`src/rtl/mdu_ctrl_pkg.sv`:
```
// Shared op codes, FSM state encoding and latency constants for the MDU control slice.
package mdu_ctrl_pkg;

  typedef enum logic [2:0] {
    OP_MULT  = 3'd0,
    OP_MULTU = 3'd1,
    OP_DIV   = 3'd2,
    OP_DIVU  = 3'd3,
    OP_MTHI  = 3'd4,
    OP_MTLO  = 3'd5,
    OP_MFHI  = 3'd6,
    OP_MFLO  = 3'd7
  } op_e;

  typedef enum logic [1:0] {
    ST_IDLE     = 2'd0,
    ST_BUSY_MUL = 2'd1,
    ST_BUSY_DIV = 2'd2
  } state_e;

  localparam int CNT_W = 4;
  localparam logic [CNT_W-1:0] MUL_LAT = 4'd5;
  localparam logic [CNT_W-1:0] DIV_LAT = 4'd10;

endpackage

```
`src/rtl/mdu_lat_counter.sv`:
```
// Busy-cycle counter: loads a latency, counts down to zero, flags the final busy cycle.
module mdu_lat_counter
  import mdu_ctrl_pkg::*;
(
  input  logic             clk,
  input  logic             reset,
  input  logic             load,
  input  logic [CNT_W-1:0] load_val,
  output logic [CNT_W-1:0] cnt,
  output logic             done
);

  logic [CNT_W-1:0] cnt_d, cnt_q;

  always_comb begin
    cnt_d = cnt_q;
    if (load) begin
      cnt_d = load_val;
    end else if (cnt_q != '0) begin
      cnt_d = cnt_q - 1'b1;
    end
  end

  always_ff @(posedge clk or negedge reset) begin
    if (!reset) begin
      cnt_q <= '0;
    end else begin
      cnt_q <= cnt_d;
    end
  end

  assign cnt  = cnt_q;
  assign done = (cnt_q == CNT_W'(1));

endmodule

```
`src/rtl/mdu_ctrl.sv`:
```
// MDU issue/stall controller with architectural HI/LO.
// Optional MDU_DIV0_GUARD_EN: divide by zero retires in one cycle without launching the datapath.
module mdu_ctrl
  import mdu_ctrl_pkg::*;
(
  input  logic        clk,
  input  logic        reset,
  input  logic        op_valid,
  input  logic [2:0]  op_code,
  input  logic [31:0] rs_val,
  input  logic [31:0] rt_val,
  input  logic [31:0] dp_hi,
  input  logic [31:0] dp_lo,
  output logic        stall,
  output logic        busy,
  output logic [3:0]  busy_cnt,
  output logic        dp_start,
  output logic [1:0]  dp_op,
  output logic [31:0] dp_a,
  output logic [31:0] dp_b,
  output logic [31:0] hi,
  output logic [31:0] lo,
  output logic [31:0] rd_data
);

  state_e            state_d, state_q;
  logic [1:0]        dp_op_d, dp_op_q;
  logic [31:0]       dp_a_d, dp_a_q;
  logic [31:0]       dp_b_d, dp_b_q;
  logic [31:0]       hi_d, hi_q;
  logic [31:0]       lo_d, lo_q;
  logic              issue;
  logic              div_zero;
  logic              cnt_load;
  logic [CNT_W-1:0]  cnt_load_val;
  logic [CNT_W-1:0]  cnt;
  logic              cnt_done;

`ifdef MDU_DIV0_GUARD_EN
  assign div_zero = (rt_val == 32'h0);
`else
  assign div_zero = 1'b0;
`endif

  always_comb begin
    state_d      = state_q;
    dp_op_d      = dp_op_q;
    dp_a_d       = dp_a_q;
    dp_b_d       = dp_b_q;
    hi_d         = hi_q;
    lo_d         = lo_q;
    issue        = 1'b0;
    cnt_load     = 1'b0;
    cnt_load_val = '0;
    case (state_q)
      ST_IDLE: begin
        if (op_valid) begin
          case (op_code)
            OP_MULT, OP_MULTU: begin
              issue        = 1'b1;
              state_d      = ST_BUSY_MUL;
              cnt_load     = 1'b1;
              cnt_load_val = MUL_LAT;
            end
            OP_DIV, OP_DIVU: begin
              // A guarded divide by zero is simply retired here with no side effects.
              if (!div_zero) begin
                issue        = 1'b1;
                state_d      = ST_BUSY_DIV;
                cnt_load     = 1'b1;
                cnt_load_val = DIV_LAT;
              end
            end
            OP_MTHI: hi_d = rs_val;
            OP_MTLO: lo_d = rs_val;
            default: ;
          endcase
          if (issue) begin
            dp_op_d = op_code[1:0];
            dp_a_d  = rs_val;
            dp_b_d  = rt_val;
          end
        end
      end
      ST_BUSY_MUL, ST_BUSY_DIV: begin
        if (cnt_done) begin
          hi_d    = dp_hi;
          lo_d    = dp_lo;
          state_d = ST_IDLE;
        end
      end
      default: state_d = ST_IDLE;
    endcase
  end

  always_ff @(posedge clk or negedge reset) begin
    if (!reset) begin
      state_q <= ST_IDLE;
      dp_op_q <= '0;
      dp_a_q  <= '0;
      dp_b_q  <= '0;
      hi_q    <= '0;
      lo_q    <= '0;
    end else begin
      state_q <= state_d;
      dp_op_q <= dp_op_d;
      dp_a_q  <= dp_a_d;
      dp_b_q  <= dp_b_d;
      hi_q    <= hi_d;
      lo_q    <= lo_d;
    end
  end

  mdu_lat_counter u_lat_counter (
    .clk      (clk),
    .reset    (reset),
    .load     (cnt_load),
    .load_val (cnt_load_val),
    .cnt      (cnt),
    .done     (cnt_done)
  );

  always_comb begin
    rd_data = 32'h0;
    if (op_code == OP_MFHI) begin
      rd_data = hi_q;
    end else if (op_code == OP_MFLO) begin
      rd_data = lo_q;
    end
  end

  // dp_start is gated by reset so no launch can escape while reset is held.
  assign dp_start = issue & reset;
  assign busy     = (state_q != ST_IDLE);
  assign stall    = op_valid & busy;
  assign busy_cnt = cnt;
  assign dp_op    = dp_op_q;
  assign dp_a     = dp_a_q;
  assign dp_b     = dp_b_q;
  assign hi       = hi_q;
  assign lo       = lo_q;

endmodule
```
`config.mk`:
```
export PLATFORM = sky130hd
export DESIGN_NAME = mdu_ctrl
export DESIGN_NICKNAME = d
export VERILOG_FILES = /design/src/rtl/mdu_ctrl_pkg.sv /design/src/rtl/mdu_lat_counter.sv /design/src/rtl/mdu_ctrl.sv
export SDC_FILE = /design/constraint.sdc
export NUM_CORES = 1
export LEC_CHECK = 0
export ABC_AREA = 0
export BUFFER_PORTS_ARGS = -buffer_cell sky130_fd_sc_hd__buf_2
export CAP_MARGIN = 20
export CORE_MARGIN = 2
export CORE_UTILIZATION = 42
export DETAILED_ROUTE_END_ITERATION = 16
export PLACE_DENSITY_LB_ADDON = 0.25
export SLEW_MARGIN = 5
export SYNTH_ARGS = -nofsm -noshare
export SYNTH_HDL_FRONTEND = slang
export SYNTH_SLANG_ARGS = --single-unit
```
`constraint.sdc`:
```
create_clock -name clk -period 2 [get_ports clk]
set_input_delay 0.4 -clock clk [delete_from_list [all_inputs] [get_ports clk]]
set_output_delay 0.4 -clock clk [all_outputs]
set_load 0.01 [all_outputs]
```
; ---- Yosys cells after proc, flatten, opt, wreduce, memory -nomap -nowiden
; Index checks and enable logic that the tools add are counted.
; W data, S select, Z words.
[classes]
n_addsub = 1
n_eq_ne = 15
mux = 26
n_bitwise = 2
n_reduce_logical = 14
[op_table]
columns = operator, n
row1 = $mux W32, 8
row2 = $pmux W32 S2, 2
row3 = $mux W4, 4
row4 = $eq A3 B3 Y1 const B, 4
row5 = $pmux W2 S2, 2
row6 = $pmux W4 S2, 1
row7 = $reduce_and A4 Y1, 2
row8 = $mux W1, 7
row9 = $eq A3 B2 Y1 const B, 2
row10 = $reduce_and A3 Y1, 2
row11 = $reduce_bool A2 Y1, 3
row12 = $reduce_or A2 Y1, 3
row13 = $eq A4 B1 Y1 const B, 1
row14 = $mux W2, 2
row15 = $ne A2 B1 Y1 const B, 2
row16 = $ne A2 B2 Y1 const B, 2
row17 = $reduce_bool A4 Y1, 1
row18 = $reduce_or A4 Y1, 1
row19 = $sub A4 B1 Y4 const B, 1
row20 = $eq A3 B1 Y1 const B, 1
row21 = $logic_not A3 Y1, 1
row22 = $ne A3 B1 Y1 const B, 1
row23 = $and A1 B1 Y1, 2
row24 = $eq A2 B1 Y1 const B, 1
row25 = other kinds (2), 2
[word_totals]
ff_bits = 136
inputBits = 134
output_inout_bits = 169
word_cells = 65

; ---- Depth between registers and ports, before layout
; Gate-level depths: netlist of run 1.
[logic_depth]
depth_word = 8
depth_mapped = 7
mapped_depth_nobuf = 5

; ---- Modules after synthesis
; Synthesis of run 1 repeated with hierarchy kept, for this count alone.
[hier_totals]
hier_cells = 674
hier_area_um2 = 6376.1
[by_module_without_submodules]
columns = mod, instances, cells_each, area_each_um2, seq_area_each_um2
row1 = mdu_ctrl, 1, 650, 6110.9, 3303.2
row2 = mdu_lat_counter, 1, 24, 265.3, 100.1

; ---- Worst setup path after synthesis of run 1
; OpenSTA, ideal clock, no wires.
[synth_path]
path_type = register to register
startpoint = register u_lat_counter.cnt_q[1], in the netlist u_lat_counter.cnt[1]
endpoint = register hi_q[10], in the netlist hi[10]
setup_ps = 79
arrival_time_ps = 1950
required_time_ps = 1921
slack_ps = -29
stages_incl_launch_ff = 8
n_path_buf = 2
synth_period_minus_slack_ps = 2029
path_cell_list = dfrtp_1 inv_1 ha_1 or3b_1 buf_6 a221oi_4 buf_8 mux2i_1
[synth_between]
elab_chain_len = 3
[synth_rtl]
columns = element, line_no
row1 = "start, declared", mdu_lat_counter.sv:13  ; logic [CNT_W-1:0] cnt_d, cnt_q;
row2 = "start signal, assigned", mdu_lat_counter.sv:28  ; cnt_q <= cnt_d;
row3 = $eq A4 B1 Y1, mdu_lat_counter.sv:33  ; assign done = (cnt_q == CNT_W'(1));
row4 = $ne A2 B2 Y1 (no line), -
row5 = $reduce_and A4 Y1 (no line), -
row6 = "end signal, assigned", mdu_ctrl.sv:109  ; hi_q <= hi_d;
row7 = "end, declared", mdu_ctrl.sv:30  ; logic [31:0] hi_d, hi_q;
; No other way between the ends.
; A chain may end at the register's enable or synchronous reset.

; ---- Worst setup path after layout of run 1
[layout_path]
startpoint = register u_lat_counter.cnt_q[0], in the netlist u_lat_counter.cnt[0]
endpoint = register hi_q[20], in the netlist hi[20]
; Same word-level chain as after synthesis.

==> results.txt, run 1 <==
----------------------------------------------------
[Run status]
  Result of the run ... finished, final reports clean

[Logic synthesis]
  Count of mapped cells out of synthesis ... 540
  Synth Register Bits ... around 140
  Cell area after synthesis ... around 6400 um^2
  Net count after synthesis ... between 600 and 700
  Avg Cell Area, Syn ... 11.93 um^2
  Fraction of synthesis flops using an asynchronous set or reset pin ... 100.0%
  Distinct cell type count after synthesis ... 35
  EDFF count, synth ... 0
  Commonest register cell after synthesis ... sky130_fd_sc_hd__dfrtp_1
  Yosys warnings ... 0
  Fraction of the yosys area taken by sequential cells ... a little over half

[Die]
  Count of boundary I/O pins ... 303
  Number of rows created at floorplan ... 45
  Starting Density ... 42.69%
  Placeable core region ... 15,090 um^2
  Die height ... about 130 um
  Total die area ... roughly 16,000 um^2
  Die Width ... 127.8 um

[Worst setup path]
  Required time of the worst setup path ... around 2.3 ns
  Class of the most critical setup path ... flop to flop
  Startpoint type of the worst setup path ... flop
  Critical path fanouts, max ... 6
  Kind of end point of the critical path ... flop
  Data arrival, critical path ... 2.30 ns

[Placed design]
  Detailed placement HPWL ... 12.91 mm
  Count of input and output buffers ... 302
  Routability congestion estimate ... about 0.84

[Pwr]
  Power dissipated by switching net loads ... 5.770 mW
  Internal portion of total power ... around 9.3 mW
  Switching share of power ... 38.31%
  Clk pwr share ... 20.6%
  Leak pwr ... 4.562 nW
  Power density of the placed cells ... roughly 1700 nW/um^2
  Sequential fraction of design power ... 34.7%
  Combinational share of power ... between 40% and 50%
  Peak VDD IR ... 0.0008472 V
  Total power ... 15.06 mW

[Detailed routing]
  Number of detailed-route iterations in the first pass ... 4
  Number of routed nets with antenna violations ... 0
  Number of DRC violations after detailed routing ... 0
  Drt initial violations ... 238
  Number of vias in the routed layout ... 5,318
  Routed WL per cell ... 17.06 um
  DRT Wirelength ... 18.03 mm
  Detailed-route vias per instance ... 5.031

[Layout]
  Area occupied by multi-input gates ... 2609 um^2
  Final design utilization ... 59.55%
  Post-layout nets ... 995
  Share of final-layout standard cells stronger than drive strength 1 ... 47.99%
  Storage element area ... 3403 um^2
  Fillcell total ... 1,242
  Area growth from synthesis to layout ... 39.51%
  Antenna diode instance count ... 0

[Global routing]
  Via count of the first global-routing pass ... 5,260
  First-pass GRT wire length ... approximately 27 mm
  Global-route usage over all layers ... 21.02%
  Maximum number of pins on one net before global-route repair ... 137
  Antenna violations before repair ... 0
  Overflow after GRT ... 0

[Run]
  Maximum capacitance violations ... 0

[Clock tree]
  Root buf cell ... sky130_fd_sc_hd__clkbuf_16
  TritonCTS clock tree ... built
  Clock edge transition at the registers on the reported setup and hold paths ... ~0.060 ns
  H-tree lvl count ... 4
  Num Clock Sinks ... 136
  Total CTS buffers ... 17
  Worst-skew pair later-pin latency ... ~0.42 ns
  Maximum number of buffers from clock root to sink ... 2

[Min path]
  Hold/Removal Path Class ... input pin to async pin

[Timing]
  Final setup fails ... 0
  Actual transition at the worst max-transition pin ... 0.7805 ns
  Maximum achievable frequency ... slightly above 500 MHz
  Max-slew violation count ... 0
  Share of the cycle needed by the critical path after routing ... between 90% and 100%
  Clock Skews ... 0.01174 ns
  Final min period ... 1.967 ns
  Headroom to the max-slew limit ... 47.97%
  Final total negative setup slack ... 0 ns
  Number of hold-slack violations in the final timing report ... 0

----------------------------------------------------
## critical path, stage by stage, from the launching register on
cell and delay (ns):
sky130_fd_sc_hd__dfrtp_1 0.45, sky130_fd_sc_hd__ha_4 0.16, sky130_fd_sc_hd__or3b_4 0.42, sky130_fd_sc_hd__a221oi_4 0.33
sky130_fd_sc_hd__buf_6 0.18, sky130_fd_sc_hd__clkbuf_16 0.16, sky130_fd_sc_hd__mux2i_1 0.19
## cell usage after synthesis (3+ instances only)
master                     count  area (um^2)
sky130_fd_sc_hd__clkbuf_1     13        48.80
sky130_fd_sc_hd__dfrtp_1     136         3403
sky130_fd_sc_hd__buf_8         6        90.09
sky130_fd_sc_hd__nand3b_1      4        30.03
sky130_fd_sc_hd__a211oi_1      4        30.03
sky130_fd_sc_hd__buf_2         4        20.02
sky130_fd_sc_hd__mux2_1       19        214.0
sky130_fd_sc_hd__ha_1          5        62.56
sky130_fd_sc_hd__nor2b_1      35        219.0
sky130_fd_sc_hd__mux2i_1      66        660.6
sky130_fd_sc_hd__mux2_2       47        529.3
sky130_fd_sc_hd__inv_1        69        259.0
sky130_fd_sc_hd__buf_1         8        30.03
sky130_fd_sc_hd__nor2_1        3        11.26
sky130_fd_sc_hd__a21oi_1      64        320.3
sky130_fd_sc_hd__a22o_1       33        289.0
## flip-flops by register name, summed over array words and instances (netlist names)
name	flops
u_lat_counter.cnt	4
dp_op	2
lo	32
state_q	2
dp_a	32
hi	32
dp_b	32
## power by group through the flow
| stage | registers [mW] | clock network (mW) | logic (mW) |
|---|---|---|---|
| 2_1_floorplan | 5.71 | 0 | 3.28 |
| 3_3_place_gp | 5.15 | 0 | 6.26 |
| 3_5_place_dp | 5.23 | 0 | 6.44 |
| 4_1_cts | 5.22 | 3.18 | 6.46 |
| 5_1_grt | 5.40 | 3.30 | 7.35 |
| 6_report | 5.23 | 3.10 | 6.74 |
## routing by layer
metal / part of all wire [%] / routed length (um) / vias up / track usage (%)
met5: 0 / 0 / - / 0
met4: 2.0 / 360 / 0 / 8.791
met1: 42 / 7486 / 2578 / 24.98
met3: 5.7 / 1022 / 25 / 5.843
li1: - / - / 2506 / -
met2: 51 / 9164 / 209 / 35.95
## timing repair
item                                    in CTS  in global routing
hold buffers                                 0                  0
resized for setup                            1                  7
buffers inserted                             0                  8
pin swaps                                    1                  2
endpoints found under the setup margin      49                 63
cloned                                       0                  4
## cells in the final DEF (no fill, tap or decap), types with 2 or more instances in the layout
cell type / synthesis / layout
sky130_fd_sc_hd__buf_2: 4 / 301
sky130_fd_sc_hd__dfrtp_1: 136 / 136
sky130_fd_sc_hd__inv_1: 69 / 68
sky130_fd_sc_hd__mux2i_1: 66 / 66
sky130_fd_sc_hd__a21oi_1: 64 / 64
sky130_fd_sc_hd__mux2_2: 47 / 47
sky130_fd_sc_hd__nor2b_1: 35 / 35
sky130_fd_sc_hd__a22o_1: 33 / 33
sky130_fd_sc_hd__clkbuf_16: 0 / 20
sky130_fd_sc_hd__mux2_1: 19 / 19
sky130_fd_sc_hd__buf_4: 0 / 14
sky130_fd_sc_hd__buf_12: 0 / 8
sky130_fd_sc_hd__nand3b_1: 4 / 4
sky130_fd_sc_hd__a211oi_1: 4 / 4
sky130_fd_sc_hd__buf_6: 1 / 4
sky130_fd_sc_hd__ha_1: 5 / 3
sky130_fd_sc_hd__clkinv_4: 0 / 3
sky130_fd_sc_hd__inv_6: 0 / 3
sky130_fd_sc_hd__clkinvlp_4: 0 / 3
sky130_fd_sc_hd__and3_1: 2 / 2
sky130_fd_sc_hd__nand2_1: 2 / 2
sky130_fd_sc_hd__a221oi_4: 2 / 2
sky130_fd_sc_hd__xnor2_1: 2 / 2
sky130_fd_sc_hd__nor2_1: 3 / 2
sky130_fd_sc_hd__ha_4: 0 / 2
sky130_fd_sc_hd__bufinv_16: 0 / 2
sky130_fd_sc_hd__clkinv_2: 0 / 2
## through the flow
stage | setup slack (ns) | cells | instance area [um^2] | hold WS, ns
5_1_grt | -0.05798 | 1057 | 8986 | 0.1413
4_1_cts | -0.03274 | 1045 | 8807 | 0.1453
3_3_place_gp | -0.01008 | 1013 | 8217 | 0.4681
2_1_floorplan | -0.004758 | 540 | 6441 | 0.1044
3_5_place_dp | -0.05885 | 1013 | 8217 | 0.4762
6_report | 0.03324 | 1057 | 8986 | 0.05607
## cell families after synthesis
family          Yosys count  synth area share, %
flops                   136                52.84
mux                     133                22.14
compound gates          106                11.13
buf+inv                 102                7.207
simple gates             56                5.439
fa+ha+maj                 5               0.9713
xor+xnor                  2               0.2720
## path summary, 6_finish.rpt
| check | startpoint | endpoint | slack [ns] | depth (start not counted) |
|---|---|---|---|---|
| max in group asynchronous | reset | state_q[0] | 1.31 | 2 |
| worst min register to register | dp_a[26] | dp_a[26] | 0.49 | 1 |
| min in group clk | rt_val[13] | dp_b[13] | 0.21 | 2 |
| worst max register to register | u_lat_counter.cnt[0] | hi[20] | 0.03 | 6 |
| worst min-delay path | reset | hi[28] | 0.06 | 2 |
| worst max-delay path | u_lat_counter.cnt[0] | hi[20] | 0.03 | 6 |
## layout make-up
| class | instances | area share [%] |
|---|---|---|
| clock buffers | 19 | 4.929 |
| well taps | 188 | 2.618 |
| inverters | 69 | 2.882 |
| clock inverters | 13 | 1.615 |
| repair buffers | 330 | 21.05 |
| flip-flops and latches | 136 | 37.87 |
| multi-input cells | 302 | 29.03 |
Note: power is estimated with default switching activity, not from simulation.
==> run 2: changes to the inputs <==
--- a/config.mk
+++ b/config.mk
@@ -8,8 +8,10 @@
 export ABC_AREA = 0
 export BUFFER_PORTS_ARGS = -buffer_cell sky130_fd_sc_hd__buf_2
 export CAP_MARGIN = 20
+export CELL_PAD_IN_SITES_DETAIL_PLACEMENT = 0
+export CELL_PAD_IN_SITES_GLOBAL_PLACEMENT = 1
 export CORE_MARGIN = 2
-export CORE_UTILIZATION = 42
+export CORE_UTILIZATION = 32
 export DETAILED_ROUTE_END_ITERATION = 16
 export PLACE_DENSITY_LB_ADDON = 0.25
 export SLEW_MARGIN = 5
==> results.txt, run 2 (synthesis results as in run 1) <==
----------------------------------------------------
[Clock tree]
  TritonCTS clock tree ... built
  Num Clock Sinks ... 136 (unchanged)
  Root buf cell ... sky130_fd_sc_hd__clkbuf_16
  Maximum number of buffers from clock root to sink ... 2 (unchanged)
  H-tree lvl count ... 4 (unchanged)
  Clock edge transition at the registers on the reported setup and hold paths ... 0.06 ns (about the same)
  Total CTS buffers ... 17 (unchanged)
  Worst-skew pair later-pin latency ... 0.41 ns (about the same)
  Total of hold buffers inserted after clock tree synthesis ... 0 (unchanged)

[Worst setup path]
  Required time of the worst setup path ... 2.33 ns (about the same)
  Maximum single-stage delay on the critical path ... 0.42 ns (-0.03 ns)
  Kind of end point of the critical path ... flop
  Critical path fanouts, max ... 8 (+2)
  Crit path cell chain ... inv_2 > ha_4 > or3b_4 > a221oi_4 > buf_6 > clkbuf_16 > mux2i_1
  Cell at the slowest stage of the critical path ... sky130_fd_sc_hd__or3b_4
  Class of the most critical setup path ... flop to flop
  Data arrival, critical path ... 2.31 ns (about the same)
  Startpoint type of the worst setup path ... flop

[Global routing]
  First-pass GRT wire length ... 30.37 mm (+15%)
  Via count of the first global-routing pass ... 5,623 (+6.9%)
  Overflow after GRT ... 0 (unchanged)
  Global-route usage over all layers ... 18.10% (-2.9 points)
  Antenna violations before repair ... 0 (unchanged)
  Maximum number of pins on one net before global-route repair ... 137 (unchanged)

[Layout]
  Antenna diode instance count ... 0 (unchanged)
  Final design utilization ... 46.88% (-13 points)
  Share of final-layout standard cells stronger than drive strength 1 ... 48.44% (+0.45 points)
  Area growth from synthesis to layout ... 42.58%
  Top library cells by usage in the layout, fill and taps aside ... sky130_fd_sc_hd__buf_2, sky130_fd_sc_hd__dfrtp_1, sky130_fd_sc_hd__inv_1, sky130_fd_sc_hd__a21oi_1, sky130_fd_sc_hd__mux2i_1
  Post-layout nets ... 993 (-0.20%)
  Commonest non-fill, non-tap cell in the layout ... sky130_fd_sc_hd__buf_2

[Placed design]
  Routability congestion estimate ... 0.8116 (-3.7%)
  Count of input and output buffers ... 302 (unchanged)
  Detailed placement HPWL ... 13.89 mm (+7.6%)

[Timing]
  Final total negative setup slack ... 0 ns (unchanged)
  Max-slew violation count ... 0 (unchanged)
  Share of the cycle needed by the critical path after routing ... 98.76% (+0.42 points)
  Maximum achievable frequency ... 506.3 MHz (-0.43%)
  Final min period ... 1.975 ns (+0.008465 ns)
  Headroom to the max-slew limit ... 48.42% (+0.45 points)
  Unrepaired setup endpoints after global routing ... yes
  Number of hold-slack violations in the final timing report ... 0 (unchanged)
  Clock Skews ... 0.007141 ns (-0.004603 ns)
  Final setup fails ... 0 (unchanged)
  Actual transition at the worst max-transition pin ... 0.7737 ns (-0.006781 ns)
  Worst hold margin ... 0.1112 ns (+0.05512 ns)

[Die]
  Starting Density ... 32.88% (-9.8 points)
  Placeable core region ... 19,590 um^2 (+30%)
  Total die area ... 21,280 um^2 (+30%)
  Die height ... 145.9 um (+14%)
  Number of rows created at floorplan ... 51 (+13%)
  Count of boundary I/O pins ... 303 (unchanged)
  Die Width ... 145.9 um (+14%)

[Detailed routing]
  Number of vias in the routed layout ... 5,215 (-1.9%)
  Number of detailed-route iterations in the first pass ... 4 (unchanged)
  DRT Wirelength ... 19.64 mm (+8.9%)
  Number of DRC violations after detailed routing ... 0 (unchanged)
  Drt initial violations ... 126 (-47%)
  Routed WL per cell ... 17.38 um (+1.9%)
  Number of routed nets with antenna violations ... 0 (unchanged)
  Detailed-route vias per instance ... 4.615 (-8.3%)

[Run status]
  Result of the run ... finished, final reports clean

[Min path]
  Hold/Removal Path Class ... input pin to async pin

[Pwr]
  Power density of the placed cells ... 1688 nW/um^2 (+0.68%)
  Total power ... 15.50 mW (+2.9%)
  Leak pwr ... 4.602 nW (+0.88%)
  Peak VDD IR ... 0.0006429 V (-24%)

[Run]
  Maximum capacitance violations ... 0 (unchanged)

----------------------------------------------------
==> run 2: metal layers <==
layer / global-route usage, % / routed length, um
met4: 5.147 / 231
met5: 0 / 0
met2: 31.37 / 9669
met3: 5.235 / 1377
met1: 21.92 / 8362
==> run 2: worst paths after layout <==
path | start | to | slack, ns | depth (start not counted)
worst min register to register | dp_a[22] | dp_a[22] | 0.49 | 1
max in group asynchronous | reset | u_lat_counter.cnt[1] | 1.28 | 2
worst max register to register | u_lat_counter.cnt[1] | hi[22] | 0.02 | 7
worst min-delay path | reset | lo[25] | 0.11 | 2
worst max-delay path | u_lat_counter.cnt[1] | hi[22] | 0.02 | 7
min in group clk | rs_val[30] | dp_a[30] | 0.21 | 2
==> run 2: cell type report <==
cell class	count	area, um^2
fillers	1898	10410
inverters	69	259.0
multi-input cells	302	2624
flip-flops and latches	136	3403
repair buffers	328	1941
well taps	265	331.6
clock inverters	11	172.7
clock buffers	19	452.9
==> run 2: per-stage QoR <==
stage / instance area (um^2) / setup WS (ns) / instances
6_report: 9184 / 0.02477 / 1130
3_3_place_gp: 8337 / -0.01045 / 1088
3_5_place_dp: 8337 / -0.08989 / 1088
4_1_cts: 8965 / -0.02838 / 1118
5_1_grt: 9184 / -0.06662 / 1130
2_1_floorplan: 6441 / -0.004758 / 540
==> run 2: worst max-delay path: cells and delay by family, from the launching register on <==
| family | cells | cell delay, ns |
|---|---|---|
| mux | 1 | 0.18 |
| buf+inv | 3 | 0.44 |
| flops | 1 | 0.38 |
| compound gates | 1 | 0.35 |
| fa+ha+maj | 1 | 0.11 |
| simple gates | 1 | 0.42 |
==> run 2: what timing repair did <==
item | 4_1_cts | 5_1_grt
setup buffers | 0 | 7
gates cloned | 0 | 5
gates resized for setup | 1 | 10
endpoints found under the setup margin | 64 | 64
pin swaps | 1 | 2
==> run 2: power breakdown <==
group | internal (mW) | leakage [nW] | switching [mW] | total [mW]
combinational | 3.35 | 2.69 | 3.63 | 6.98
sequential | 4.19 | 1.61 | 0.985 | 5.17
clock | 2.14 | 0.305 | 1.20 | 3.35
total | 9.68 | 4.60 | 5.81 | 15.5
==> run 3: changes to the inputs <==
--- a/config.mk
+++ b/config.mk
@@ -6,7 +6,7 @@
 export NUM_CORES = 1
 export LEC_CHECK = 0
 export ABC_AREA = 0
-export BUFFER_PORTS_ARGS = -buffer_cell sky130_fd_sc_hd__buf_2
+export BUFFER_PORTS_ARGS = -buffer_cell sky130_fd_sc_hd__buf_4
 export CAP_MARGIN = 20
 export CELL_PAD_IN_SITES_DETAIL_PLACEMENT = 0
 export CELL_PAD_IN_SITES_GLOBAL_PLACEMENT = 1
==> results.txt, run 3 (synthesis results as in run 1) <==
----------------------------------------------------
[Run status]
  Result of the run ... finished, final reports clean

[Pwr]
  Peak VDD IR ... 0.0006696 V (+4.2%)
  Leak pwr ... 4.753 nW (+3.3%)
  Total power ... 15.99 mW (+3.2%)
  Power density of the placed cells ... 1635 nW/um^2 (-3.1%)

[Detailed routing]
  DRT Wirelength ... 19.60 mm (-0.19%)
  Routed WL per cell ... 17.38 um (about the same)
  Number of detailed-route iterations in the first pass ... 5 (+1)
  Number of vias in the routed layout ... 5,235 (+0.38%)
  Drt initial violations ... 146 (+16%)
  Number of DRC violations after detailed routing ... 0 (unchanged)
  Number of routed nets with antenna violations ... 0 (unchanged)
  Detailed-route vias per instance ... 4.641 (+0.56%)

[Global routing]
  First-pass GRT wire length ... 30.38 mm (about the same)
  Via count of the first global-routing pass ... 5,642 (+0.34%)
  Maximum number of pins on one net before global-route repair ... 137 (unchanged)
  Met1 track demand over resource ... 21.08% (-0.84 points)
  Global-route track usage on met2 ... 32.00% (+0.64 points)
  Highest-utilization routing layer at the global route stage ... met2
  Global-route usage over all layers ... 18.03% (-0.068 points)
  Met3 track utilization from global routing ... 6.019% (+0.78 points)
  Antenna violations before repair ... 0 (unchanged)
  Overflow after GRT ... 0 (unchanged)

[Worst setup path]
  Category of cells accounting for the largest share of critical-path delay ... buffers and inverters
  Worst path bufs/invs ... 3 (unchanged)
  Critical Path Source ... u_lat_counter.cnt[1]
  Cell at the slowest stage of the critical path ... sky130_fd_sc_hd__or3b_4
  Kind of end point of the critical path ... flop
  Required time of the worst setup path ... 2.34 ns (about the same)
  R2R Path Start ... u_lat_counter.cnt[1]
  Crit path cell chain ... inv_2 > ha_4 > or3b_4 > a221oi_4 > buf_6 > buf_12 > mux2i_1
  Critical path fanouts, max ... 16 (+8)
  Class of the most critical setup path ... flop to flop
  Data arrival, critical path ... 2.30 ns (about the same)
  Maximum single-stage delay on the critical path ... 0.42 ns (about the same)
  Startpoint type of the worst setup path ... flop

[Clock tree]
  H-tree lvl count ... 4 (unchanged)
  Total CTS buffers ... 17 (unchanged)
  Num Clock Sinks ... 136 (unchanged)
  TritonCTS clock tree ... built
  Maximum number of buffers from clock root to sink ... 2 (unchanged)
  Root buf cell ... sky130_fd_sc_hd__clkbuf_16
  Clock edge transition at the registers on the reported setup and hold paths ... 0.06 ns (about the same)
  Worst-skew pair later-pin latency ... 0.42 ns (about the same)

[Timing]
  Clock Skews ... 0.009866 ns (+0.002725 ns)
  Smallest setup slack after layout ... 0.03850 ns (+0.01373 ns)
  Share of the cycle needed by the critical path after routing ... 98.08% (-0.69 points)
  Final setup fails ... 0 (unchanged)
  Final total negative setup slack ... 0 ns (unchanged)
  Actual transition at the worst max-transition pin ... 0.7695 ns (-0.004242 ns)
  Number of hold-slack violations in the final timing report ... 0 (unchanged)
  Maximum achievable frequency ... 509.8 MHz (+0.70%)
  Final min period ... 1.962 ns (-0.01373 ns)
  Max-slew violation count ... 0 (unchanged)
  Unrepaired setup endpoints after global routing ... yes
  Headroom to the max-slew limit ... 48.70% (+0.28 points)

[Layout]
  Commonest non-fill, non-tap cell in the layout ... sky130_fd_sc_hd__buf_4
  Layout Cells excl Fill ... 1,128 (-0.18%)
  Antenna diode instance count ... 0 (unchanged)
  Top library cells by usage in the layout, fill and taps aside ... sky130_fd_sc_hd__buf_4, sky130_fd_sc_hd__dfrtp_1, sky130_fd_sc_hd__inv_1, sky130_fd_sc_hd__mux2i_1, sky130_fd_sc_hd__a21oi_1
  Fillcell total ... 1,763 (-7.1%)
  Share of final-layout standard cells stronger than drive strength 1 ... 47.74% (-0.70 points)
  Post-layout nets ... 989 (-0.40%)
  Area growth from synthesis to layout ... 51.83%

[Die]
  Count of boundary I/O pins ... 303 (unchanged)
  Placeable core region ... 19,590 um^2 (unchanged)
  Die height ... 145.9 um (unchanged)
  Number of rows created at floorplan ... 51 (unchanged)
  Starting Density ... 32.88% (unchanged)
  Total die area ... 21,280 um^2 (unchanged)
  Die Width ... 145.9 um (unchanged)

[Min path]
  Hold/Removal Path Class ... input pin to async pin

[Placed design]
  Cell count after placement ... 1,089 (+0.092%)
  Routability congestion estimate ... 0.7993 (-1.5%)
  Pre-CTS setup slack ... -0.06318 ns (+0.02671 ns)
  Detailed placement HPWL ... 14.15 mm (+1.9%)
  Count of input and output buffers ... 302 (unchanged)

[Run]
  Maximum capacitance violations ... 0 (unchanged)

----------------------------------------------------
==> run 3: cell count changes in the layout (fill, tap and decap cells not counted), sizes merged <==
cell      before  now
buf          323  322
bufbuf         0    1
clkinv         5    3
inv           70   72
bufinv         4    2
clkinvlp       1    4
clkbuf        24   21
==> run 3: stage by stage <==
stage	utilization [%]	hold WS, ns	area [um^2]
CTS	49.63	0.1594	9723
global placement	46.31	0.4761	9072
finish	49.92	0.1074	9779
detailed placement	46.31	0.4837	9072
global route	49.92	0.1340	9779
floorplan	-	0.1044	6441
==> run 3: routing by layer <==
| layer | vias to the layer above | routed length [um] |
|---|---|---|
| met4 | 0 | 187 |
| li1 | 2481 | - |
| met2 | 204 | 9935 |
| met3 | 17 | 1484 |
| met5 | - | 0 |
| met1 | 2533 | 7994 |
==> run 3: final cells by class <==
| type | count | area, um^2 | share of cell area, % |
|---|---|---|---|
| Tap cell | 265 | 331.6 | 3.390 |
| Clock inverter | 12 | 142.6 | 1.459 |
| Timing Repair Buffer | 324 | 2582 | 26.41 |
| Inverter | 69 | 259.0 | 2.648 |
| Sequential cell | 136 | 3403 | 34.80 |
| Clock buffer | 20 | 446.7 | 4.568 |
| Multi-Input combinational cell | 302 | 2614 | 26.73 |
==> run 3: power breakdown <==
part | leakage (nW) | switching [mW] | internal, mW
logic | 2.87 | 3.53 | 4.05
registers | 1.61 | 1.08 | 4.19
clock network | 0.274 | 1.26 | 1.89
total | 4.75 | 5.87 | 10.1
==> run 3: timing repair <==
| item | 4_1_cts | 5_1_grt |
|---|---|---|
| resized for setup | 2 | 3 |
| gates cloned | 1 | 1 |
| endpoints found under the setup margin | 64 | 49 |
| pin swaps | 1 | 1 |
| setup buffers | 3 | 2 |
| endpoints found under the hold margin | 0 | 0 |
| hold buffers | 0 | 0 |
==> run 3: worst paths after layout <==
| check | depth (start not counted) | slack, ns | to |
|---|---|---|---|
| max | 7 | 0.04 | lo[16] |
| min | 2 | 0.11 | hi[24] |
| max reg2reg | 7 | 0.04 | lo[16] |
| min reg2reg | 1 | 0.49 | dp_a[21] |
| max in group asynchronous | 2 | 1.29 | hi[1] |
| min in group clk | 2 | 0.21 | dp_a[16] |
